$ cat config.mk
export PLATFORM = sky130hd
export DESIGN_NAME = uart_rx
export DESIGN_NICKNAME = d
export VERILOG_FILES = /design/src/rtl/uart_rx.sv
export SDC_FILE = /design/constraint.sdc
export NUM_CORES = 1
export LEC_CHECK = 0
export CAP_MARGIN = 20
export CORE_MARGIN = 2
export CORE_UTILIZATION = 49
export CTS_CLUSTER_DIAMETER = 30
export DETAILED_ROUTE_END_ITERATION = 7
export GPL_TIMING_DRIVEN = 0
export PLACE_DENSITY = 0.7
export SLEW_MARGIN = 20
export SYNTH_ARGS = -nofsm -noshare
export SYNTH_HDL_FRONTEND = slang
export SYNTH_SLANG_ARGS = --single-unit
$ cat constraint.sdc
create_clock -name clk -period 2.1 [get_ports clk]
set_input_delay 0.42 -clock clk [delete_from_list [all_inputs] [get_ports clk]]
set_output_delay 0.42 -clock clk [all_outputs]
set_load 0.1 [all_outputs]
$ cat src/rtl/uart_rx.sv
// 8N1 UART receiver with 16x oversampling and mid-bit sampling.
// Define UART_RX_PARITY_EN to add an even-parity bit between the data and stop bits (8E1).
module uart_rx #(
   parameter int unsigned CLK_FREQ = 27000000,
   parameter int unsigned BAUD     = 9600,
   parameter int unsigned DIV      = (CLK_FREQ + BAUD * 8) / (BAUD * 16)
) (
   input  logic       clk,
   input  logic       rst,
   input  logic       rxd,
   output logic [7:0] data,
   output logic       data_ready,
   output logic       framing_error,
   output logic       parity_error,
   output logic       busy
);

   localparam int unsigned DivW = (DIV > 1) ? $clog2(DIV) : 1;

   typedef enum logic [2:0] {
      StIdle,
      StStart,
      StData,
`ifdef UART_RX_PARITY_EN
      StParity,
`endif
      StStop,
      StWaitHigh
   } state_e;

   state_e            state_q, state_d;
   logic              rxd_meta_q, rxs_q;
   logic [DivW-1:0]   div_q, div_d;
   logic [3:0]        samp_q, samp_d;
   logic [2:0]        bit_q, bit_d;
   logic [7:0]        shift_q, shift_d;
   logic [7:0]        data_q, data_d;
   logic              dr_q, dr_d;
   logic              fe_q, fe_d;
   logic              tick;
   logic              mid_bit;
   logic              start_edge;
`ifdef UART_RX_PARITY_EN
   logic              pe_q, pe_d;
   logic              par_err_q, par_err_d;
`endif

   // Synchronizer flops reset to the idle (high) line level.
   always_ff @(posedge clk) begin
      if (rst) begin
         rxd_meta_q <= 1'b1;
         rxs_q      <= 1'b1;
      end else begin
         rxd_meta_q <= rxd;
         rxs_q      <= rxd_meta_q;
      end
   end

   assign tick       = (div_q == DivW'(DIV - 1));
   assign mid_bit    = tick && (samp_q == 4'd15);
   assign start_edge = (state_q == StIdle) && !rxs_q;

   always_comb begin
      div_d = div_q + 1'b1;
      if (start_edge || tick) begin
         div_d = '0;
      end
   end

   always_comb begin
      state_d   = state_q;
      samp_d    = samp_q;
      bit_d     = bit_q;
      shift_d   = shift_q;
      data_d    = data_q;
      dr_d      = 1'b0;
      fe_d      = 1'b0;
`ifdef UART_RX_PARITY_EN
      pe_d      = 1'b0;
      par_err_d = par_err_q;
`endif
      if (tick) begin
         samp_d = samp_q + 4'd1;
      end

      unique case (state_q)
         StIdle: begin
            if (!rxs_q) begin
               state_d = StStart;
               samp_d  = 4'd0;
            end
         end
         StStart: begin
            // Re-check the line half a bit in; a high line means it was only a glitch.
            if (tick && (samp_q == 4'd7)) begin
               samp_d  = 4'd0;
               bit_d   = 3'd0;
               state_d = rxs_q ? StIdle : StData;
            end
         end
         StData: begin
            if (mid_bit) begin
               shift_d = {rxs_q, shift_q[7:1]};
               if (bit_q == 3'd7) begin
                  bit_d = 3'd0;
`ifdef UART_RX_PARITY_EN
                  state_d = StParity;
`else
                  state_d = StStop;
`endif
               end else begin
                  bit_d = bit_q + 3'd1;
               end
            end
         end
`ifdef UART_RX_PARITY_EN
         StParity: begin
            if (mid_bit) begin
               par_err_d = rxs_q ^ (^shift_q);
               state_d   = StStop;
            end
         end
`endif
         StStop: begin
            // Leaving at mid-stop-bit leaves half a bit to catch a back-to-back start edge.
            if (mid_bit) begin
               if (rxs_q) begin
                  state_d = StIdle;
`ifdef UART_RX_PARITY_EN
                  if (par_err_q) begin
                     pe_d = 1'b1;
                  end else begin
                     data_d = shift_q;
                     dr_d   = 1'b1;
                  end
`else
                  data_d = shift_q;
                  dr_d   = 1'b1;
`endif
               end else begin
                  fe_d    = 1'b1;
                  state_d = StWaitHigh;
               end
            end
         end
         StWaitHigh: begin
            if (rxs_q) begin
               state_d = StIdle;
            end
         end
         default: begin
            state_d = StIdle;
         end
      endcase
   end

   always_ff @(posedge clk) begin
      if (rst) begin
         state_q   <= StIdle;
         div_q     <= '0;
         samp_q    <= 4'd0;
         bit_q     <= 3'd0;
         shift_q   <= 8'h00;
         data_q    <= 8'h00;
         dr_q      <= 1'b0;
         fe_q      <= 1'b0;
`ifdef UART_RX_PARITY_EN
         pe_q      <= 1'b0;
         par_err_q <= 1'b0;
`endif
      end else begin
         state_q   <= state_d;
         div_q     <= div_d;
         samp_q    <= samp_d;
         bit_q     <= bit_d;
         shift_q   <= shift_d;
         data_q    <= data_d;
         dr_q      <= dr_d;
         fe_q      <= fe_d;
`ifdef UART_RX_PARITY_EN
         pe_q      <= pe_d;
         par_err_q <= par_err_d;
`endif
      end
   end

   assign data          = data_q;
   assign data_ready    = dr_q;
   assign framing_error = fe_q;
`ifdef UART_RX_PARITY_EN
   assign parity_error  = pe_q;
`else
   assign parity_error  = 1'b0;
`endif
   assign busy          = (state_q != StIdle);

   a_status_exclusive : assert property (@(posedge clk) disable iff (rst)
      $onehot0({data_ready, framing_error, parity_error}));

endmodule
==> results of run 1 <==
==> logic make-up (layout without fill, tap and decap cells) <==
group           after synthesis  in the layout  synth area share (%)
mux                          17             17                  10.1
flops                        38             38                  45.0
compound gates               17             17                  7.55
other cells                   1              1                 0.222
simple gates                 78             78                  25.5
fa+ha+maj                     5              5                  3.70
xor+xnor                      8              8                  4.15
buf+inv                      14             40                  3.85
==> routing by layer <==
| layer | global-route usage, % | vias to the layer above | wire length [µm] |
|---|---|---|---|
| li1 | - | 677 | - |
| met3 | 5.77 | 5 | 115 |
| met1 | 21.6 | 643 | 1510 |
| met4 | 5.83 | 0 | 47 |
| met2 | 32.4 | 21 | 1670 |
| met5 | 0 | - | 0 |
==> per-stage QoR <==
stage / TNS (ns) / instance area, µm² / std cells
global placement: -2.37 / 1880 / 237
floorplan: 0 / 1690 / 178
finish: 0 / 2040 / 250
detailed placement: -3.55 / 1880 / 237
CTS: 0 / 1990 / 247
global route: 0 / 2040 / 250
==> critical path: stages, from the launching register on <==
cell and delay (ns):
dfxtp_1 0.31, buf_2 0.17, or3b_1 0.39, a2111o_1 0.47, or4_4 0.49, a21oi_2 0.14
==> state kept, by name, summed over array words and instances, names as in the netlist <==
signal         cells
rxs_q              1
samp_q             4
data_ready         1
div_q              8
rxd_meta_q         1
shift_q            8
state_q            3
bit_q              3
framing_error      1
data               8
==> Yosys cell counts, types with 5 or more instances <==
cell      instances  area share (%)
xnor2_1           5             2.6
nor2_1           35             7.8
nor3_1            8             2.4
dfxtp_1          38              45
clkbuf_1          7             1.6
mux2i_1          17              10
nand2_1           5             1.1
ha_1              5             3.7
a21oi_1           5             1.5
==> power by group <==
| group | internal (mW) | switching (mW) |
|---|---|---|
| clock | 0.229 | 0.228 |
| combinational | 0.0248 | 0.0519 |
| sequential | 0.729 | 0.00737 |
| total | 0.982 | 0.288 |
==> worst max path at each step <==
stage | start | slack [ns] | depth (start not counted) | endpoint
2_1_floorplan | div_q[0]$_SDFF_PP0_ | 0.17 | 6 | data[5]$_SDFFE_PP0P_
3_3_place_gp | state_q[1]$_SDFFE_PP0P_ | -0.35 | 4 | busy
3_5_place_dp | state_q[1]$_SDFFE_PP0P_ | -0.41 | 4 | busy
4_1_cts | state_q[1]$_SDFFE_PP0P_ | 0.03 | 4 | busy
5_1_grt | div_q[0]$_SDFF_PP0_ | 0.008 | 6 | samp_q[1]$_SDFF_PP0_
6_report | state_q[1]$_SDFFE_PP0P_ | 0.06 | 5 | bit_q[0]$_SDFFE_PP0P_
==> timing repair <==
| item | in CTS | in global routing |
|---|---|---|
| endpoints found under the setup margin | 31 | 16 |
| buffers inserted | 2 | 3 |
| gates resized for setup | 17 | 8 |
| hold buffers | 0 | 0 |
| pin swaps | 2 | 1 |
==> final cells by class <==
cell class                 instances  share of cell area [%]
multi-input combinational        126                    43.9
sequential                        38                    37.4
timing repair buffer              18                    8.71
clock buffer                       8                    3.87
tap                               46                    2.82
buffer                            11                    2.76
inverter                           3                   0.552
==> flow_summary.ini, run 1 <==
[timing]
min_period_ns = 2.04
hold_viol = 0
setup_ws_ns = 0.0567
finClkSkew_ns = 0.0116
period_share_pct = 97.3
setup_violations = 0
drv_slew = 0
rsz0062_at_grt = no
worst_slew_margin_rel_pct = 35.9
fmax_ghz = 0.489
tightest_slew_ns = 0.965
fin_hold_ws_ns = 0.421

[place]
post-place-ws_ns = -0.407
numPortBuffers = 13
hpwl_um = 2330
gp_congestion = 0.825

[power_and_ir_drop]
leakage_nw = 0.820
p_per_area_nw_per_um2 = 623
vdd_ir_drop_max_mv = 0.374
power_mw = 1.27

[route]
drtIter0Drc = 58
wl_um = 3340
drt-vias-per-instance = 5.38
vias = 1346
postRouteAntennaNets = 0
routedWlPerCell_um = 13.4
drc = 0
drt_pre_antenna_iters = 5

[worst_hold_path]
holdCritStartpoint = rxd_meta_q$_SDFF_PP1_
min_delay_path_depth = 1
min_path_type = reg -> reg
min_to = rxs_q$_SDFF_PP1_

[clock_tree]
clock_path_buffers = 2
cts-root-buf = clkbuf_4
cts_buffers = 5
htreeDepth = 2
tritoncts = done
path_clk_slew_ns = 0.10
cts_sinks = 38
insertion_delay_ns = 0.34

[worst_setup_path]
reg2reg_depth = 5
worstReg2RegStart = state_q[1]$_SDFFE_PP0P_
r2r_end = bit_q[0]$_SDFFE_PP0P_
worstSetupStartpointType = register
required_ns = 2.37
crit_arrival_ns = 2.31
worstSetupPathType = reg -> reg
regToRegSetupSlack_ns = 0.06
cp_max_fo = 9
cp-end-kind = register

[cells_and_area]
fin_util_pct = 61.1
final_common_cell = dfxtp_1
drive_gt1_share_pct = 15.7
fill_cells = 319
final_cell_mix = 37 x dfxtp_1, 35 x nor2_1, 17 x mux2i_1
finalNetCount = 211
syn_to_final_growth_pct = 20.7
antenna_cells = 0
register_area_um2 = 762
multi_input_area_um2 = 896

[logic_synthesis]
synth_warnings = 0
synth_edf_count = 0
yosysSeqAreaShare_pct = 45.0
syn-num-nets = 186
syn_inst = 178
dominantRegCellSynth = dfxtp_1
syn_area_um2 = 1690
yosysUniqueCellTypes = 43
synthArstFlopShare_pct = 0
synth_seq_cells = 38
syn_avg_cell_area_um2 = 9.50

[die]
die_x_um = 62.7
die_y_um = 62.7
die-area_um2 = 3940
rows = 21
start_util_pct = 50.7
core_um2 = 3340
io_pins = 15

[global_route]
grt_max_degree = 12
grt_pass1_wl_um = 5780
grtUsageTotal_pct = 18.5
grt_pass1_vias = 1284
antenna_found_initial = 0
overflow = 0

[outcome]
status = completed

[run]
cap_violations = 0
Power figures use the tool's default switching activity.
==> run 2, diff against run 1 <==
--- a/config.mk
+++ b/config.mk
@@ -6,7 +6,7 @@
 export NUM_CORES = 1
 export LEC_CHECK = 0
 export CAP_MARGIN = 20
-export CORE_MARGIN = 2
+export CORE_MARGIN = 3
 export CORE_UTILIZATION = 49
 export CTS_CLUSTER_DIAMETER = 30
 export DETAILED_ROUTE_END_ITERATION = 7
==> flow_summary.ini, run 2 (synthesized netlist as in run 1, its figures left out) <==
[timing]
drv_slew = 0
setup_violations = 0
min_period_ns = 2.03
hold_viol = 0
finalSetupTns_ns = 0
tightest_slew_ns = 0.961
fmax_ghz = 0.493
worst_slew_margin_rel_pct = 36.2
finClkSkew_ns = 0.0175
period_share_pct = 96.7

[die]
rows = 20
io_pins = 15
die_x_um = 64.7
die_y_um = 64.7
start_util_pct = 53.2
core_um2 = 3180
die-area_um2 = 4190

[route]
postRouteAntennaNets = 0
drt-vias-per-instance = 5.41
routedWlPerCell_um = 13.3
wl_um = 3310
vias = 1346
drt_pre_antenna_iters = 4
drc = 0
drtIter0Drc = 171

[global_route]
grtUsageTotal_pct = 18.1
grt_max_degree = 12
grt_pass1_wl_um = 5840
antenna_found_initial = 0
overflow = 0
grt_pass1_vias = 1334

[clock_tree]
clock_path_buffers = 2
path_clk_slew_ns = 0.12
htreeDepth = 2
cts_sinks = 38
insertion_delay_ns = 0.36
hold_buffers = 0
cts-root-buf = clkbuf_4
cts_buffers = 5
tritoncts = done

[cells_and_area]
finalNetCount = 212
final_area_um2 = 1990
final_common_cell = dfxtp_1
final_cell_mix = 38 x dfxtp_1, 35 x nor2_1, 17 x mux2i_1
fill_cells = 289
antenna_cells = 0
drive_gt1_share_pct = 13.7
syn_to_final_growth_pct = 17.7

[worst_setup_path]
worstSetupStartpointType = register
required_ns = 1.68
crit_chain = clkbuf_4 -> clkbuf_2 -> or3_1 -> buf_4
cp_max_fo = 10
cp-end-kind = output pin
worstSetupPathType = reg -> out
crit_arrival_ns = 1.61
max_stage_delay_ns = 0.33
slowest_stage = dfxtp_1

[place]
gp_congestion = 0.905
numPortBuffers = 13
hpwl_um = 2220
dpl_cell_area_um2 = 1880

[power_and_ir_drop]
leakage_nw = 0.808
p_per_area_nw_per_um2 = 611
power_mw = 1.22
vdd_ir_drop_max_mv = 0.474

[outcome]
status = completed

[run]
cap_violations = 0

[worst_hold_path]
min_path_type = reg -> reg
[run 2: layout make-up]
cell class              count  area, µm²  area share, %
well taps                  44       55.1           2.77
repair buffers             19        160           8.05
plain buffers              11       58.8           2.96
inverters                   3       11.3          0.566
clock buffers               7       55.1           2.77
clock inverters             1       5.00          0.252
flip-flops and latches     38        761           38.2
multi-input cells         126        883           44.4
[run 2: per-layer routing]
metal  vias up  wire (µm)  track usage, %
met2        40       1450            28.9
met5         -          0               0
met4         0         74            7.65
met1       618       1620            22.2
li1        680          -               -
met3         8        173            5.89
[run 2: final timing paths]
check                                              from                     to  slack (ns)  cells past startpoint
worst min-delay path              rxd_meta_q$_SDFF_PP1_       rxs_q$_SDFF_PP1_        0.44                      1
worst max register to register      div_q[6]$_SDFF_PP0_  bit_q[0]$_SDFFE_PP0P_        0.08                      5
worst max-delay path            state_q[1]$_SDFFE_PP0P_                   busy        0.07                      4
worst min register to register    rxd_meta_q$_SDFF_PP1_       rxs_q$_SDFF_PP1_        0.44                      1
[run 2: what timing repair did]
| item | CTS | global route |
|---|---|---|
| endpoints found under the hold margin | 0 | 0 |
| resized for setup | 17 | 6 |
| pin swaps | 2 | 2 |
| setup buffers | 4 | 2 |
| endpoints found under the setup margin | 31 | 17 |
[run 2: report_power, final]
group / switching, mW / internal [mW] / leakage, nW
logic: 0.0510 / 0.0250 / 0.465
clock network: 0.241 / 0.162 / 0.0353
registers: 0.00711 / 0.729 / 0.307
total: 0.300 / 0.916 / 0.808
[run 2: per-stage QoR]
step	setup slack (ns)	utilization [%]	std cells	hold WS [ns]
global placement	-0.347	59.0	235	0.403
CTS	0.0178	61.6	247	0.445
global route	-0.000375	62.6	249	0.456
finish	0.0703	62.6	249	0.439
detailed placement	-0.388	59.0	235	0.408
floorplan	0.172	-	178	0.389
[run 2: worst max-delay path, delay by kind of cell (launching register included)]
kind	cells	cell delay, ns
flip-flops	1	0.33
AND/OR/NAND/NOR	1	0.32
buffers and inverters	3	0.60
==> run 3, diff against run 2 <==
--- a/config.mk
+++ b/config.mk
@@ -6,7 +6,7 @@
 export NUM_CORES = 1
 export LEC_CHECK = 0
 export CAP_MARGIN = 20
-export CORE_MARGIN = 3
+export CORE_MARGIN = 2
 export CORE_UTILIZATION = 49
 export CTS_CLUSTER_DIAMETER = 30
 export DETAILED_ROUTE_END_ITERATION = 7
==> constraint.sdc (replaced) <==
create_clock -name clk -period 2.1 [get_ports clk]
set_input_delay 0.42 -clock clk [delete_from_list [all_inputs] [get_ports clk]]
set_output_delay 0.42 -clock clk [all_outputs]
set_load 0.01 [all_outputs]
==> flow_summary.ini, run 3 (synthesized netlist as in run 1, its figures left out) <==
[route]
drt-vias-per-instance = 5.41
postRouteAntennaNets = 0
drc = 0
vias = 1352
routedWlPerCell_um = 13.4
drtIter0Drc = 78
wl_um = 3340
drt_pre_antenna_iters = 4

[timing]
drv_slew = 0
hold_viol = 0
rsz0062_at_grt = no
finClkSkew_ns = 0.0121
setup_violations = 0
finalSetupTns_ns = 0
setup_ws_ns = 0.0602
fmax_ghz = 0.490
min_period_ns = 2.04
period_share_pct = 97.1

[worst_setup_path]
worstReg2RegStart = state_q[1]$_SDFFE_PP0P_
worstSetupStartpointType = register
crit_arrival_ns = 2.31
worstSetupPathType = reg -> reg
regToRegSetupSlack_ns = 0.06
reg2reg_depth = 5
required_ns = 2.37
cp-end-kind = register
r2r_end = bit_q[0]$_SDFFE_PP0P_
cp_max_fo = 9

[global_route]
grt_pass1_vias = 1284
grt_pass1_wl_um = 5760
grtUsageTotal_pct = 18.5
grt_max_degree = 12
overflow = 0
antenna_found_initial = 0

[worst_hold_path]
min_path_type = reg -> reg
min_to = rxs_q$_SDFF_PP1_
holdCritStartpoint = rxd_meta_q$_SDFF_PP1_
min_delay_path_depth = 1

[die]
core_um2 = 3340
start_util_pct = 50.7
rows = 21
die_y_um = 62.7
die-area_um2 = 3940
io_pins = 15
die_x_um = 62.7

[cells_and_area]
final_common_cell = dfxtp_1
antenna_cells = 0
fill_cells = 314
finalNetCount = 211
drive_gt1_share_pct = 16.2
syn_to_final_growth_pct = 22.0
fin_util_pct = 61.8
final_cell_mix = 37 x dfxtp_1, 35 x nor2_1, 17 x mux2i_1

[power_and_ir_drop]
vdd_ir_drop_max_mv = 0.374
leakage_nw = 0.793
p_per_area_nw_per_um2 = 608

[clock_tree]
htreeDepth = 2
cts-root-buf = clkbuf_4
path_clk_slew_ns = 0.10
insertion_delay_ns = 0.34
cts_buffers = 5
clock_path_buffers = 2
cts_sinks = 38
hold_buffers = 0
tritoncts = done

[place]
post-place-ws_ns = -0.175
gp_congestion = 0.825
hpwl_um = 2330
numPortBuffers = 13

[run]
cap_violations = 0

[outcome]
status = completed
-- run 3: worst max path at each step --
stage	depth (start not counted)	startpoint	end
2_1_floorplan	6	div_q[0]$_SDFF_PP0_	data[5]$_SDFFE_PP0P_
3_3_place_gp	6	div_q[0]$_SDFF_PP0_	shift_q[3]$_SDFFE_PP0P_
3_5_place_dp	6	div_q[0]$_SDFF_PP0_	shift_q[0]$_SDFFE_PP0P_
4_1_cts	4	state_q[1]$_SDFFE_PP0P_	busy
5_1_grt	6	div_q[0]$_SDFF_PP0_	samp_q[1]$_SDFF_PP0_
6_report	5	state_q[1]$_SDFFE_PP0P_	bit_q[0]$_SDFFE_PP0P_
-- run 3: layout make-up --
class                      instances  area [µm²]  area share [%]
sequential                        38         762            37.0
timing repair buffer              18         195            9.47
inverter                           3        11.3           0.546
buffer                            11        61.3            2.97
clock buffer                       8        78.8            3.82
multi-input combinational        126         896            43.4
tap                               46        57.6            2.79
-- run 3: per-layer routing --
| metal | vias to the layer above | global-route usage (%) | wire length (µm) |
|---|---|---|---|
| li1 | 681 | - | - |
| met1 | 636 | 21.5 | 1490 |
| met2 | 31 | 32.4 | 1660 |
| met3 | 4 | 5.77 | 145 |
| met4 | 0 | 5.83 | 38 |
| met5 | - | 0 | 0 |
-- run 3: worst max-delay path, stage by stage (launching register included) --
cell and delay [ns]:
dfxtp_1 0.31, buf_2 0.17, or3b_1 0.39, a2111o_1 0.47, or4_4 0.49, a21oi_2 0.14
-- run 3: where the power goes --
part           internal (mW)  leakage [nW]  switching, mW  total [mW]
combinational         0.0253         0.441         0.0345      0.0598
clock                  0.229        0.0446          0.229       0.458
sequential             0.729         0.308        0.00727       0.736
total                  0.983         0.793          0.271        1.25
-- run 3: timing repair --
item                                    CTS  global route
endpoints found under the setup margin   21            16
buffers inserted                          2             3
gates resized for setup                   3            11
pin swaps                                 2             1
-- run 3: metrics by stage --
stage | std cells | area, µm² | hold slack, ns | total power, mW
floorplan | 178 | 1690 | 0.389 | 0.789
global placement | 237 | 1880 | 0.400 | 0.806
detailed placement | 237 | 1880 | 0.393 | 0.808
CTS | 247 | 2010 | 0.422 | 1.26
global route | 250 | 2060 | 0.437 | 1.32
finish | 250 | 2060 | 0.421 | 1.25
